`src/rtl/wb_reg_arb_pkg.sv`:
```
// Shared types and constants for the two-master Wishbone register-table arbiter.
// The optional watchdog is enabled with the WB_REG_ARB_TIMEOUT_EN macro.
package wb_reg_arb_pkg;

  typedef enum logic [1:0] {
    ST_IDLE   = 2'd0,
    ST_GRANT0 = 2'd1,
    ST_GRANT1 = 2'd2,
    ST_ABORT  = 2'd3
  } arb_state_e;

  localparam logic GRANT_M0 = 1'b0;
  localparam logic GRANT_M1 = 1'b1;

  localparam int CNT_W = 4;
  localparam int TMR_W = 16;

endpackage

```
`src/rtl/wb_reg_arb_timer.sv`:
```
// Watchdog down-counter: i_clr reloads LOAD_VALUE and clears the expiry flag,
// o_expired is registered and rises on the edge where the count reaches zero.
module wb_reg_arb_timer
  import wb_reg_arb_pkg::*;
#(
  parameter int LOAD_VALUE = 254
) (
  input  logic i_clk,
  input  logic i_rst_n,
  input  logic i_clr,
  input  logic i_en,
  output logic o_expired
);

  localparam logic [TMR_W-1:0] LOAD = TMR_W'(LOAD_VALUE);
  localparam logic [TMR_W-1:0] ONE  = TMR_W'(1);

  logic [TMR_W-1:0] cnt_q, cnt_d;
  logic             expired_q, expired_d;

  always_comb begin
    cnt_d     = cnt_q;
    expired_d = expired_q;
    if (i_clr) begin
      cnt_d     = LOAD;
      expired_d = 1'b0;
    end else if (i_en && cnt_q != '0) begin
      cnt_d = cnt_q - ONE;
      if (cnt_q == ONE) expired_d = 1'b1;
    end
  end

  always_ff @(posedge i_clk) begin
    if (!i_rst_n) begin
      cnt_q     <= LOAD;
      expired_q <= 1'b0;
    end else begin
      cnt_q     <= cnt_d;
      expired_q <= expired_d;
    end
  end

  assign o_expired = expired_q;

endmodule

```
`src/rtl/wb_reg_arbiter.sv`:
```
// Round-robin two-master Wishbone arbiter in front of the 8-bit register table.
// Define WB_REG_ARB_TIMEOUT_EN to compile in the hung-cycle watchdog and ABORT state.
module wb_reg_arbiter
  import wb_reg_arb_pkg::*;
#(
  parameter int ADDRESS_WIDTH   = 8,
  parameter int MAX_OUTSTANDING = 4,
  parameter int TIMEOUT_CYCLES  = 255
) (
  input  logic                     i_clk,
  input  logic                     i_rst_n,
  input  logic                     i_m0_wb_cyc,
  input  logic                     i_m0_wb_stb,
  output logic                     o_m0_wb_stall,
  input  logic [ADDRESS_WIDTH-1:0] i_m0_wb_adr,
  input  logic                     i_m0_wb_we,
  input  logic [7:0]               i_m0_wb_dat,
  input  logic                     i_m0_wb_sel,
  output logic                     o_m0_wb_ack,
  output logic                     o_m0_wb_err,
  output logic                     o_m0_wb_rty,
  output logic [7:0]               o_m0_wb_dat,
  input  logic                     i_m1_wb_cyc,
  input  logic                     i_m1_wb_stb,
  output logic                     o_m1_wb_stall,
  input  logic [ADDRESS_WIDTH-1:0] i_m1_wb_adr,
  input  logic                     i_m1_wb_we,
  input  logic [7:0]               i_m1_wb_dat,
  input  logic                     i_m1_wb_sel,
  output logic                     o_m1_wb_ack,
  output logic                     o_m1_wb_err,
  output logic                     o_m1_wb_rty,
  output logic [7:0]               o_m1_wb_dat,
  output logic                     o_wb_cyc,
  output logic                     o_wb_stb,
  output logic [ADDRESS_WIDTH-1:0] o_wb_adr,
  output logic                     o_wb_we,
  output logic [7:0]               o_wb_dat,
  output logic                     o_wb_sel,
  input  logic                     i_wb_stall,
  input  logic                     i_wb_ack,
  input  logic                     i_wb_err,
  input  logic                     i_wb_rty,
  input  logic [7:0]               i_wb_dat,
  output logic [1:0]               o_grant
);

  localparam logic [CNT_W-1:0] MAX_CNT = CNT_W'(MAX_OUTSTANDING);
  localparam logic [CNT_W-1:0] CNT_ONE = CNT_W'(1);

  arb_state_e       state_q, state_d;
  logic             last_q, last_d;   // last granted master; owns the bus in GRANT/ABORT
  logic [CNT_W-1:0] cnt_q, cnt_d;

  logic                     own_cyc, own_stb, own_we, own_sel, oth_cyc;
  logic [ADDRESS_WIDTH-1:0] own_adr;
  logic [7:0]               own_dat;
  logic                     full, resp, granted, accept;
  logic                     fwd_stall, fwd_ack, fwd_err, fwd_rty;
  logic [7:0]               fwd_dat;
  logic                     tmr_expired;

  assign own_cyc = (last_q == GRANT_M1) ? i_m1_wb_cyc : i_m0_wb_cyc;
  assign own_stb = (last_q == GRANT_M1) ? i_m1_wb_stb : i_m0_wb_stb;
  assign own_we  = (last_q == GRANT_M1) ? i_m1_wb_we  : i_m0_wb_we;
  assign own_sel = (last_q == GRANT_M1) ? i_m1_wb_sel : i_m0_wb_sel;
  assign own_adr = (last_q == GRANT_M1) ? i_m1_wb_adr : i_m0_wb_adr;
  assign own_dat = (last_q == GRANT_M1) ? i_m1_wb_dat : i_m0_wb_dat;
  assign oth_cyc = (last_q == GRANT_M1) ? i_m0_wb_cyc : i_m1_wb_cyc;

  assign full    = (cnt_q == MAX_CNT);
  assign resp    = i_wb_ack | i_wb_err | i_wb_rty;
  assign granted = (state_q == ST_GRANT0) || (state_q == ST_GRANT1);
  assign accept  = granted & own_stb & ~full & ~i_wb_stall;

`ifdef WB_REG_ARB_TIMEOUT_EN
  logic abort_first_q, abort_first_d;
  logic tmr_clr;

  // Restart on any response, an empty pipeline, or a grant change.
  assign tmr_clr = resp | (cnt_q == '0) | (state_d != state_q);

  wb_reg_arb_timer #(
    .LOAD_VALUE(TIMEOUT_CYCLES - 1)
  ) u_timer (
    .i_clk    (i_clk),
    .i_rst_n  (i_rst_n),
    .i_clr    (tmr_clr),
    .i_en     (~tmr_clr),
    .o_expired(tmr_expired)
  );
`else
  logic unused_timeout;
  assign unused_timeout = ^TIMEOUT_CYCLES;
  assign tmr_expired    = 1'b0;
`endif

  always_comb begin
    state_d   = state_q;
    last_d    = last_q;
    cnt_d     = cnt_q;
    o_wb_cyc  = 1'b0;
    o_wb_stb  = 1'b0;
    o_wb_adr  = '0;
    o_wb_we   = 1'b0;
    o_wb_dat  = '0;
    o_wb_sel  = 1'b0;
    o_grant   = 2'b00;
    fwd_stall = 1'b1;
    fwd_ack   = 1'b0;
    fwd_err   = 1'b0;
    fwd_rty   = 1'b0;
    fwd_dat   = '0;
`ifdef WB_REG_ARB_TIMEOUT_EN
    abort_first_d = 1'b0;
`endif
    case (state_q)
      ST_IDLE: begin
        cnt_d = '0;
        if (i_m0_wb_cyc && (!i_m1_wb_cyc || last_q == GRANT_M1)) begin
          state_d = ST_GRANT0;
          last_d  = GRANT_M0;
        end else if (i_m1_wb_cyc) begin
          state_d = ST_GRANT1;
          last_d  = GRANT_M1;
        end
      end
      ST_GRANT0, ST_GRANT1: begin
        o_wb_cyc  = own_cyc;
        o_wb_stb  = own_stb & ~full;
        o_wb_adr  = own_adr;
        o_wb_we   = own_we;
        o_wb_dat  = own_dat;
        o_wb_sel  = own_sel;
        o_grant   = (last_q == GRANT_M1) ? 2'b10 : 2'b01;
        fwd_stall = i_wb_stall | full;
        fwd_ack   = i_wb_ack;
        fwd_err   = i_wb_err;
        fwd_rty   = i_wb_rty;
        fwd_dat   = i_wb_dat;
        if (accept && !resp) cnt_d = cnt_q + CNT_ONE;
        else if (!accept && resp && cnt_q != '0) cnt_d = cnt_q - CNT_ONE;
        if (!own_cyc) begin
          cnt_d = '0;
          if (oth_cyc) begin
            state_d = (last_q == GRANT_M1) ? ST_GRANT0 : ST_GRANT1;
            last_d  = ~last_q;
          end else begin
            state_d = ST_IDLE;
          end
        end else if (tmr_expired) begin
          cnt_d = '0;
`ifdef WB_REG_ARB_TIMEOUT_EN
          state_d       = ST_ABORT;
          abort_first_d = 1'b1;
`endif
        end
      end
`ifdef WB_REG_ARB_TIMEOUT_EN
      ST_ABORT: begin
        cnt_d   = '0;
        fwd_err = abort_first_q;
        if (!own_cyc) state_d = ST_IDLE;
      end
`endif
      default: state_d = ST_IDLE;
    endcase

    o_m0_wb_stall = 1'b1;
    o_m0_wb_ack   = 1'b0;
    o_m0_wb_err   = 1'b0;
    o_m0_wb_rty   = 1'b0;
    o_m0_wb_dat   = '0;
    o_m1_wb_stall = 1'b1;
    o_m1_wb_ack   = 1'b0;
    o_m1_wb_err   = 1'b0;
    o_m1_wb_rty   = 1'b0;
    o_m1_wb_dat   = '0;
    // In IDLE the forwarded values equal the idle defaults, so routing is unconditional.
    if (last_q == GRANT_M0) begin
      o_m0_wb_stall = fwd_stall;
      o_m0_wb_ack   = fwd_ack;
      o_m0_wb_err   = fwd_err;
      o_m0_wb_rty   = fwd_rty;
      o_m0_wb_dat   = fwd_dat;
    end else begin
      o_m1_wb_stall = fwd_stall;
      o_m1_wb_ack   = fwd_ack;
      o_m1_wb_err   = fwd_err;
      o_m1_wb_rty   = fwd_rty;
      o_m1_wb_dat   = fwd_dat;
    end
  end

  always_ff @(posedge i_clk) begin
    if (!i_rst_n) begin
      state_q <= ST_IDLE;
      last_q  <= GRANT_M1;
      cnt_q   <= '0;
    end else begin
      state_q <= state_d;
      last_q  <= last_d;
      cnt_q   <= cnt_d;
    end
  end

`ifdef WB_REG_ARB_TIMEOUT_EN
  always_ff @(posedge i_clk) begin
    if (!i_rst_n) abort_first_q <= 1'b0;
    else          abort_first_q <= abort_first_d;
  end
`endif

endmodule

```
`config.mk`:
```
export PLATFORM = sky130hd
export DESIGN_NAME = wb_reg_arbiter
export DESIGN_NICKNAME = d
export VERILOG_FILES = /design/src/rtl/wb_reg_arb_pkg.sv /design/src/rtl/wb_reg_arb_timer.sv /design/src/rtl/wb_reg_arbiter.sv
export SDC_FILE = /design/constraint.sdc
export NUM_CORES = 1
export LEC_CHECK = 0
export ABC_AREA = 1
export BUFFER_PORTS_ARGS = -buffer_cell sky130_fd_sc_hd__buf_4
export CORE_MARGIN = 2
export CORE_UTILIZATION = 39
export CTS_CLUSTER_DIAMETER = 40
export CTS_CLUSTER_SIZE = 24
export DETAILED_ROUTE_END_ITERATION = 8
export GPL_TIMING_DRIVEN = 1
export PLACE_DENSITY = 0.86
export SYNTH_ARGS = -nofsm -noshare
export SYNTH_HDL_FRONTEND = slang
export SYNTH_SLANG_ARGS = --single-unit
```
`constraint.sdc`:
```
create_clock -name i_clk -period 4.36 [get_ports i_clk]
set_clock_uncertainty 0.05 [all_clocks]
set_input_delay 0.654 -clock i_clk [delete_from_list [all_inputs] [get_ports i_clk]]
set_output_delay 0.654 -clock i_clk [all_outputs]
set_load 0.05 [all_outputs]
```
# After elaboration in Yosys (flattened, before gate mapping)
# Index checks and enable logic that the tools add are counted.
[word_totals] register_bits=7 latchBits=0 mem_bits_rw=0 rom_bits=0 in_bits=54 out_inout_bits=46 word_cells=83 memories=0
[classes] addsub=2 multipliers=0 div_mod_pow=0 order_cmp=0 n_eq_ne=7 n_shift=0 muxes=45 bitwise_logic=10 n_reduce_logical=16
[op_table] cell="8-bit 2-to-1 mux" n=7
[op_table] cell="1-bit 2-to-1 mux" n=25
[op_table] cell="2-bit 2-to-1 mux" n=7
[op_table] cell="4-bit 2-to-1 mux" n=3
[op_table] cell="4-bit one-hot mux with 2 select lines" n=1
[op_table] cell="4-bit by 1-bit adder with 4-bit output, second input constant" n=1
[op_table] cell="1-bit bitwise AND" n=4
[op_table] cell="4-bit by 3-bit == test with 1-bit output, second input constant" n=1
[op_table] cell="1-bit logical AND" n=4
[op_table] cell="2-bit inequality test, second input constant" n=2
[op_table] cell="4-bit inequality test, second input constant" n=1
[op_table] cell="2-bit one-hot mux with 2 select lines" n=1
[op_table] cell="2-bit AND reduction" n=2
[op_table] cell="4-bit AND reduction" n=1
[op_table] cell="4-bit nonzero test" n=1
[op_table] cell="4-bit by 1-bit subtractor with 4-bit output, second input constant" n=1
[op_table] cell="1-bit zero test" n=3
[op_table] cell="3-bit inequality test, second input constant" n=1
[op_table] cell="1-bit inverter" n=3
[op_table] cell="1-bit bitwise OR" n=3
[op_table] cell="2-bit by 1-bit == test with 1-bit output, second input constant" n=1
[op_table] cell="2-bit == test, second input constant" n=1
[op_table] cell="2-bit zero test" n=1
[op_table] cell="1-bit logical OR" n=2
[op_table] cell="3 further kinds" n=3

# Depth between registers and ports, before layout
# Gate-level depths: netlist of the first run.
[depth] ltp_word=12 mapped_depth=16 mapped_depth_nobuf=15

# Least setup slack after synthesis of the first run
# OpenSTA, ideal clock, no wires.
[synth_path] path_kind="reg-to-output" startpoint="reg state_q[0]" endpoint="out o_wb_adr[0]" arrival_time_ns=2.093 required_ns=3.656 path_slack_ns=1.563 path_stages_with_launch=7 path_buffers=1 path_cell_list="dfxtp_1 -> inv_1 -> ha_1 -> inv_2 -> nor2_1 -> clkbuf_1 -> a22o_1"
[synth_via] elab_chain_cells=3 elab_cells_between_ends=4 cone_classes="eq/ne: 2; mux: 1; reduce/logical: 1"
[synth_rtl] element="start: declaration" line_no="wb_reg_arbiter.sv:51" text="arb_state_e state_q, state_d;"
[synth_rtl] element="start signal: assignment" line_no="wb_reg_arbiter.sv:201" text="state_q <= state_d;"
[synth_rtl] element="2-bit by 1-bit == test with 1-bit output / 2-bit == test (equally long branches)" line_no="wb_reg_arbiter.sv:117" text="case (state_q)"
[synth_rtl] element="2-bit OR reduction (*)" line_no="wb_reg_arbiter.sv:117"
[synth_rtl] element="8-bit 2-to-1 mux (*)" line_no="wb_reg_arbiter.sv:117"
[synth_rtl] element="end: declaration" line_no="wb_reg_arbiter.sv:36" text="output logic [ADDRESS_WIDTH-1:0] o_wb_adr,"
# Every way passes the cells marked *; elsewhere a longest branch is shown, timed or not.

# Worst setup path after layout of the first run
[layout_path] startpoint="reg state_q[0]" endpoint="out o_wb_we"
[layout_via] elab_chain_cells=3 elab_cells_between_ends=4 cone_classes="eq/ne: 2; mux: 1; reduce/logical: 1"
[layout_rtl] element="2-bit by 1-bit == test with 1-bit output / 2-bit == test (equally long branches)" line_no="wb_reg_arbiter.sv:117"
[layout_rtl] element="2-bit OR reduction (*)" line_no="wb_reg_arbiter.sv:117"
[layout_rtl] element="1-bit 2-to-1 mux (*)" line_no="wb_reg_arbiter.sv:117"
[layout_rtl] element="end: declaration" line_no="wb_reg_arbiter.sv:37" text="output logic o_wb_we,"
# Marked as above.

==> results of run 1 <==
## final timing paths
| kind | startpoint | end | slack [ps] |
|---|---|---|---|
| setup / recovery | state_q[0] | o_wb_we | 1340 |
| hold / removal | cnt_q[3] | cnt_q[3] | 430 |
| setup reg to reg | state_q[0] | cnt_q[3] | 2220 |
| hold reg to reg | cnt_q[3] | cnt_q[3] | 430 |
## state kept, by name (all words and copies together), names as in the netlist
name,count
cnt_q,4
last_q,1
state_q,2
## report_power, final
part | switching (uW) | internal, uW
combinational | 1030 | 451
clock | 19.8 | 34.7
sequential | 27.9 | 89.3
total | 1080 | 575
## metal layers
layer,up-vias,share of wire [%]
li1,728,-
met5,-,0
met3,2,10
met2,55,50
met1,597,39
met4,0,0.43
## area by class of cell
type | instances | area share, %
Timing Repair Buffer | 100 | 42.0
Clock buffer | 4 | 1.47
Sequential cell | 7 | 7.84
Tap cell | 30 | 2.10
Multi-Input combinational cell | 117 | 38.9
Inverter | 35 | 7.63
## cell families (layout without fill, tap and decap cells)
| logic type | after synthesis | count (layout) | synth area share, % |
|---|---|---|---|
| XOR/XNOR | 2 | 2 | 1.74 |
| AO/OA/AOI/OAI | 31 | 31 | 22.7 |
| adder cells (fa/ha/maj) | 4 | 4 | 4.96 |
| flip-flops | 7 | 7 | 13.9 |
| buffers and inverters | 42 | 139 | 17.1 |
| AND/OR/NAND/NOR | 80 | 80 | 39.6 |
## worst max-delay path, stage by stage (launching register included)
cell and delay [ps]:
dfxtp_1 320, inv_1 60, ha_1 380, nand2_1 270
inv_1 530, a22o_1 290, buf_4 210
## synthesized netlist by cell type, drive strengths merged
master  count  area, um^2
a21oi       7        35.0
a22o       18         158
a311oi      1        8.76
buf         3        21.3
clkbuf      4        15.0
dfxtp       7         140
ha          4        50.1
inv        35         136
nand2      29         129
nand3      10        60.1
nand3b      1        7.51
nand4       2        27.5
nor2       35         149
nor3        3        26.3
o21a        1        7.51
o21ai       4        20.0
xnor2       1        8.76
xor2        1        8.76
## per-stage QoR
stage	instances	utilization, %	worst slack, ps	total power (uW)	hold slack [ps]
2_1_floorplan	166	-	1560	1230	401
3_3_place_gp	289	71.7	1680	1590	416
3_5_place_dp	289	71.7	1620	1600	424
4_1_cts	293	72.8	1350	1660	430
5_1_grt	293	72.8	1230	1770	454
6_report	293	72.8	1340	1650	428
## cells in the final DEF, fill, tap and decap left out
master,instances
nor2_4,1
xnor2_1,1
nand4_1,1
nand4_4,1
nor3_1,2
inv_6,1
dfxtp_1,7
inv_2,3
nand3_2,2
a22o_1,18
nand2_2,2
nor2_2,4
o21a_1,1
nand2_1,25
nor2_1,30
xor2_1,1
nand3_1,8
a21oi_1,7
o21ai_0,3
inv_1,31
nand2_4,2
nor3_4,1
o21ai_1,1
buf_4,100
nand3b_1,1
clkbuf_1,1
ha_1,4
clkbuf_4,3
a311oi_1,1
==> impl_metrics.json, run 1 <==
{
  "synth_nets": 224,
  "power_density_nw_per_um2": 924,
  "design_area_um2": 1790,
  "grtUsageTotal_pct": 21.2,
  "cts_tree": "built",
  "cts-buffers-inserted": 3,
  "cp_data_required_time_ps": 3660,
  "placed_area_um2": 1760,
  "multiInputGateArea_um2": 696,
  "fmax_mhz": 331,
  "hp-class": "flop to flop",
  "drive_gt1_share_pct": 45.6,
  "die_area_um2": 3010,
  "port-buffer-count": 99,
  "worst_slew_pin_slew_ps": 572,
  "hold_depth": 2,
  "seq_area_um2": 140,
  "rsz0062_at_grt": "false",
  "use_met1_pct": 27.3,
  "overflow": 0,
  "ios": 100,
  "drc": 0,
  "critPathCaptureType": "output port",
  "final_max_slew_viol_count": 0,
  "wirelength_um": 3500,
  "crit_arrival_ps": 2310,
  "cts_sinks": 7,
  "ctsHoldBuffers": 0,
  "postCtsSetupRepairBufs": 0,
  "path_clk_slew_ps": 50,
  "cts_resized": 0,
  "gp_congestion": 0.869,
  "grt_max_degree": 21,
  "diodes": 0,
  "grt_pass1_wl_um": 4710,
  "fillers": 227,
  "first_pass_iters": 4,
  "cts_root_buf": "clkbuf_4",
  "die_w_um": 54.9,
  "fin_crit_sh_pct": 69.2,
  "maxSlewHeadroom_pct": 61.8,
  "leakage_uw": 0.00101,
  "final_hold_viol_count": 0,
  "use_met3_pct": 4.37,
  "vias_per_cell": 4.72,
  "drt_iter0_drc": 35,
  "rows": 18,
  "maxCapViolCount": 0,
  "cp-start-kind": "flop",
  "start_util_pct": 41.1,
  "cts.path.max_buffers": 2,
  "r2r_cells": 11,
  "fin_crit_ps": 3020,
  "dp_hpwl_um": 2990,
  "ys_seq_area_share_pct": 13.9,
  "die_y_um": 54.9,
  "grt_busiest_layer": "met2",
  "clock_latency_ps": 240,
  "ys_warn_count": 0,
  "antenna_found_initial": 0,
  "setup_tns_ps": 0,
  "area_growth_pct": 77.2,
  "wl_per_cell_um": 11.9,
  "cts_max_level": 1,
  "num_vias": 1382,
  "gr-usage-met2_pct": 35.9,
  "syn_area_um2": 1010,
  "setup-violations-final": 0,
  "route.antenna.remaining_nets": 0,
  "outcome": "finished clean",
  "coreArea_um2": 2450,
  "grt_pass1_vias": 1081,
  "crit_path_max_fanout": 20,
  "synth.distinct_cells": 29,
  "synth.avg_cell_area_um2": 6.08,
  "path_class": "flop to output port",
  "ys_ff_latch": 7,
  "nNetsFinal": 322,
  "peakVddDrop_v": 0.000755,
  "postSynthCellCount": 166
}
No activity file was read; power rests on OpenSTA's default activity.
==> run 2, diff against run 1 <==
- CORE_UTILIZATION: 39 -> 36
- PLACE_DENSITY: 0.86 -> 0.81
- clock period: 4.36 -> 3.01 ns (I/O delays scaled with it)
==> impl_metrics.json, run 2 (synthesized netlist as in run 1, its figures left out) <==
{
  "outcome": "finished clean",
  "coreArea_um2": 2710,
  "num_vias": 1380,
  "maxCapViolCount": 0,
  "setup_ws_ps": 232,
  "ios": 100,
  "power_density_nw_per_um2": 1340,
  "cts_root_buf": "clkbuf_4",
  "setup-violations-final": 0,
  "cp-start-kind": "flop",
  "grt_max_degree": 21,
  "worst_slew_pin_slew_ps": 591,
  "route.antenna.remaining_nets": 0,
  "dp_slack_ps": 496,
  "crit_arrival_ps": 2280,
  "diodes": 0,
  "fillers": 259,
  "cts_max_level": 1,
  "total_power_uw": 2400,
  "cts-buffers-inserted": 3,
  "hold_depth": 3,
  "wirelength_um": 3480,
  "dp_hpwl_um": 2940,
  "first_pass_iters": 4,
  "fmax_mhz": 360,
  "gr-usage-met2_pct": 34.3,
  "drt_iter0_drc": 61,
  "maxSlewHeadroom_pct": 60.6,
  "cts_sinks": 7,
  "final_common_cell": "buf_4",
  "peakVddDrop_v": 0.00122,
  "use_met1_pct": 26.2,
  "overflow": 0,
  "fin_crit_sh_pct": 92.3,
  "clock_latency_ps": 250,
  "seq_area_um2": 140,
  "final_max_slew_viol_count": 0,
  "start_util_pct": 37.2,
  "drive_gt1_share_pct": 45.6,
  "critPathCaptureType": "output port",
  "hp-class": "primary input to flop",
  "die_area_um2": 3240,
  "fin_crit_ps": 2780,
  "r2r-end": "cnt_q[3]",
  "cts_tree": "built",
  "vias_per_cell": 4.69,
  "path_class": "flop to output port",
  "ctsHoldBuffers": 0,
  "top_regs": "cnt_q (4), state_q (2), last_q (1)",
  "grtUsageTotal_pct": 20.7,
  "multiInputGateArea_um2": 696,
  "drc": 0,
  "wl_per_cell_um": 11.9,
  "grt_pass1_wl_um": 5460,
  "cts.path.max_buffers": 2,
  "grt_pass1_vias": 1218,
  "area_growth_pct": 77.3,
  "path_clk_slew_ps": 50,
  "top_register": "cnt_q",
  "reg2reg_from": "state_q[1]",
  "final_hold_viol_count": 0,
  "layout_common_cells": "buf_4 (100), inv_1 (31), nor2_1 (30)",
  "placed_area_um2": 1760,
  "antenna_found_initial": 0,
  "rows": 19,
  "holdPathEnd": "state_q[1]",
  "leakage_uw": 0.00101,
  "holdWs_ps": 412,
  "r2r_cells": 11,
  "largest_reg_flops": 4,
  "cts_resized": 0,
  "rsz0062_at_grt": "true",
  "r2r_slack_ps": 860,
  "postCtsSetupRepairBufs": 0,
  "hold_start": "i_rst_n",
  "grt_busiest_layer": "met2",
  "nNetsFinal": 322,
  "cp_data_required_time_ps": 2510,
  "crit_path_max_fanout": 20,
  "die_y_um": 56.9,
  "use_met3_pct": 3.69,
  "port-buffer-count": 99,
  "gp_congestion": 0.824,
  "design_area_um2": 1790,
  "die_w_um": 56.9
}
run 2: critical path, cell delays in order (launching register included):
cell	delay, ps
dfxtp_1	330
inv_1	60
ha_1	380
nand2_1	260
inv_1	540
a22o_1	240
buf_4	200
run 2: power breakdown:
| group | switching (uW) | internal [uW] |
|---|---|---|
| Combinational | 1490 | 653 |
| Sequential | 40.3 | 129 |
| Clock | 34.9 | 50.6 |
run 2: cell type report:
type                    instances  area share, %
multi-input cells             117           38.9
flip-flops and latches          7           7.84
clock buffers                   4           1.47
well taps                      31           2.17
repair buffers                100           42.0
inverters                      35           7.63
run 2: worst max-delay path by stage:
stage / depth (start not counted) / endpoint / from / slack, ps
after global placement: 6 / o_wb_dat[1] / state_q[1] / 550
final: 6 / o_wb_we / state_q[1] / 230
after CTS: 6 / o_wb_we / state_q[1] / 210
after global routing: 6 / o_wb_dat[5] / state_q[0] / -3
after floorplan: 6 / o_wb_adr[0] / state_q[0] / 420
after detailed placement: 6 / o_wb_we / state_q[1] / 500
run 2: routing by layer:
metal	share of wire (%)	vias up
li1	-	732
met1	41	584
met2	49	57
met3	8.3	7
met4	1.8	0
met5	0	-
run 2: per-stage QoR:
| step | setup TNS [ps] | util, % | cells |
|---|---|---|---|
| floorplan | 0 | - | 166 |
| global placement | 0 | 65.0 | 290 |
| detailed placement | 0 | 65.0 | 290 |
| CTS | 0 | 66.0 | 294 |
| global route | -9.98 | 66.0 | 294 |
| finish | 0 | 66.0 | 294 |
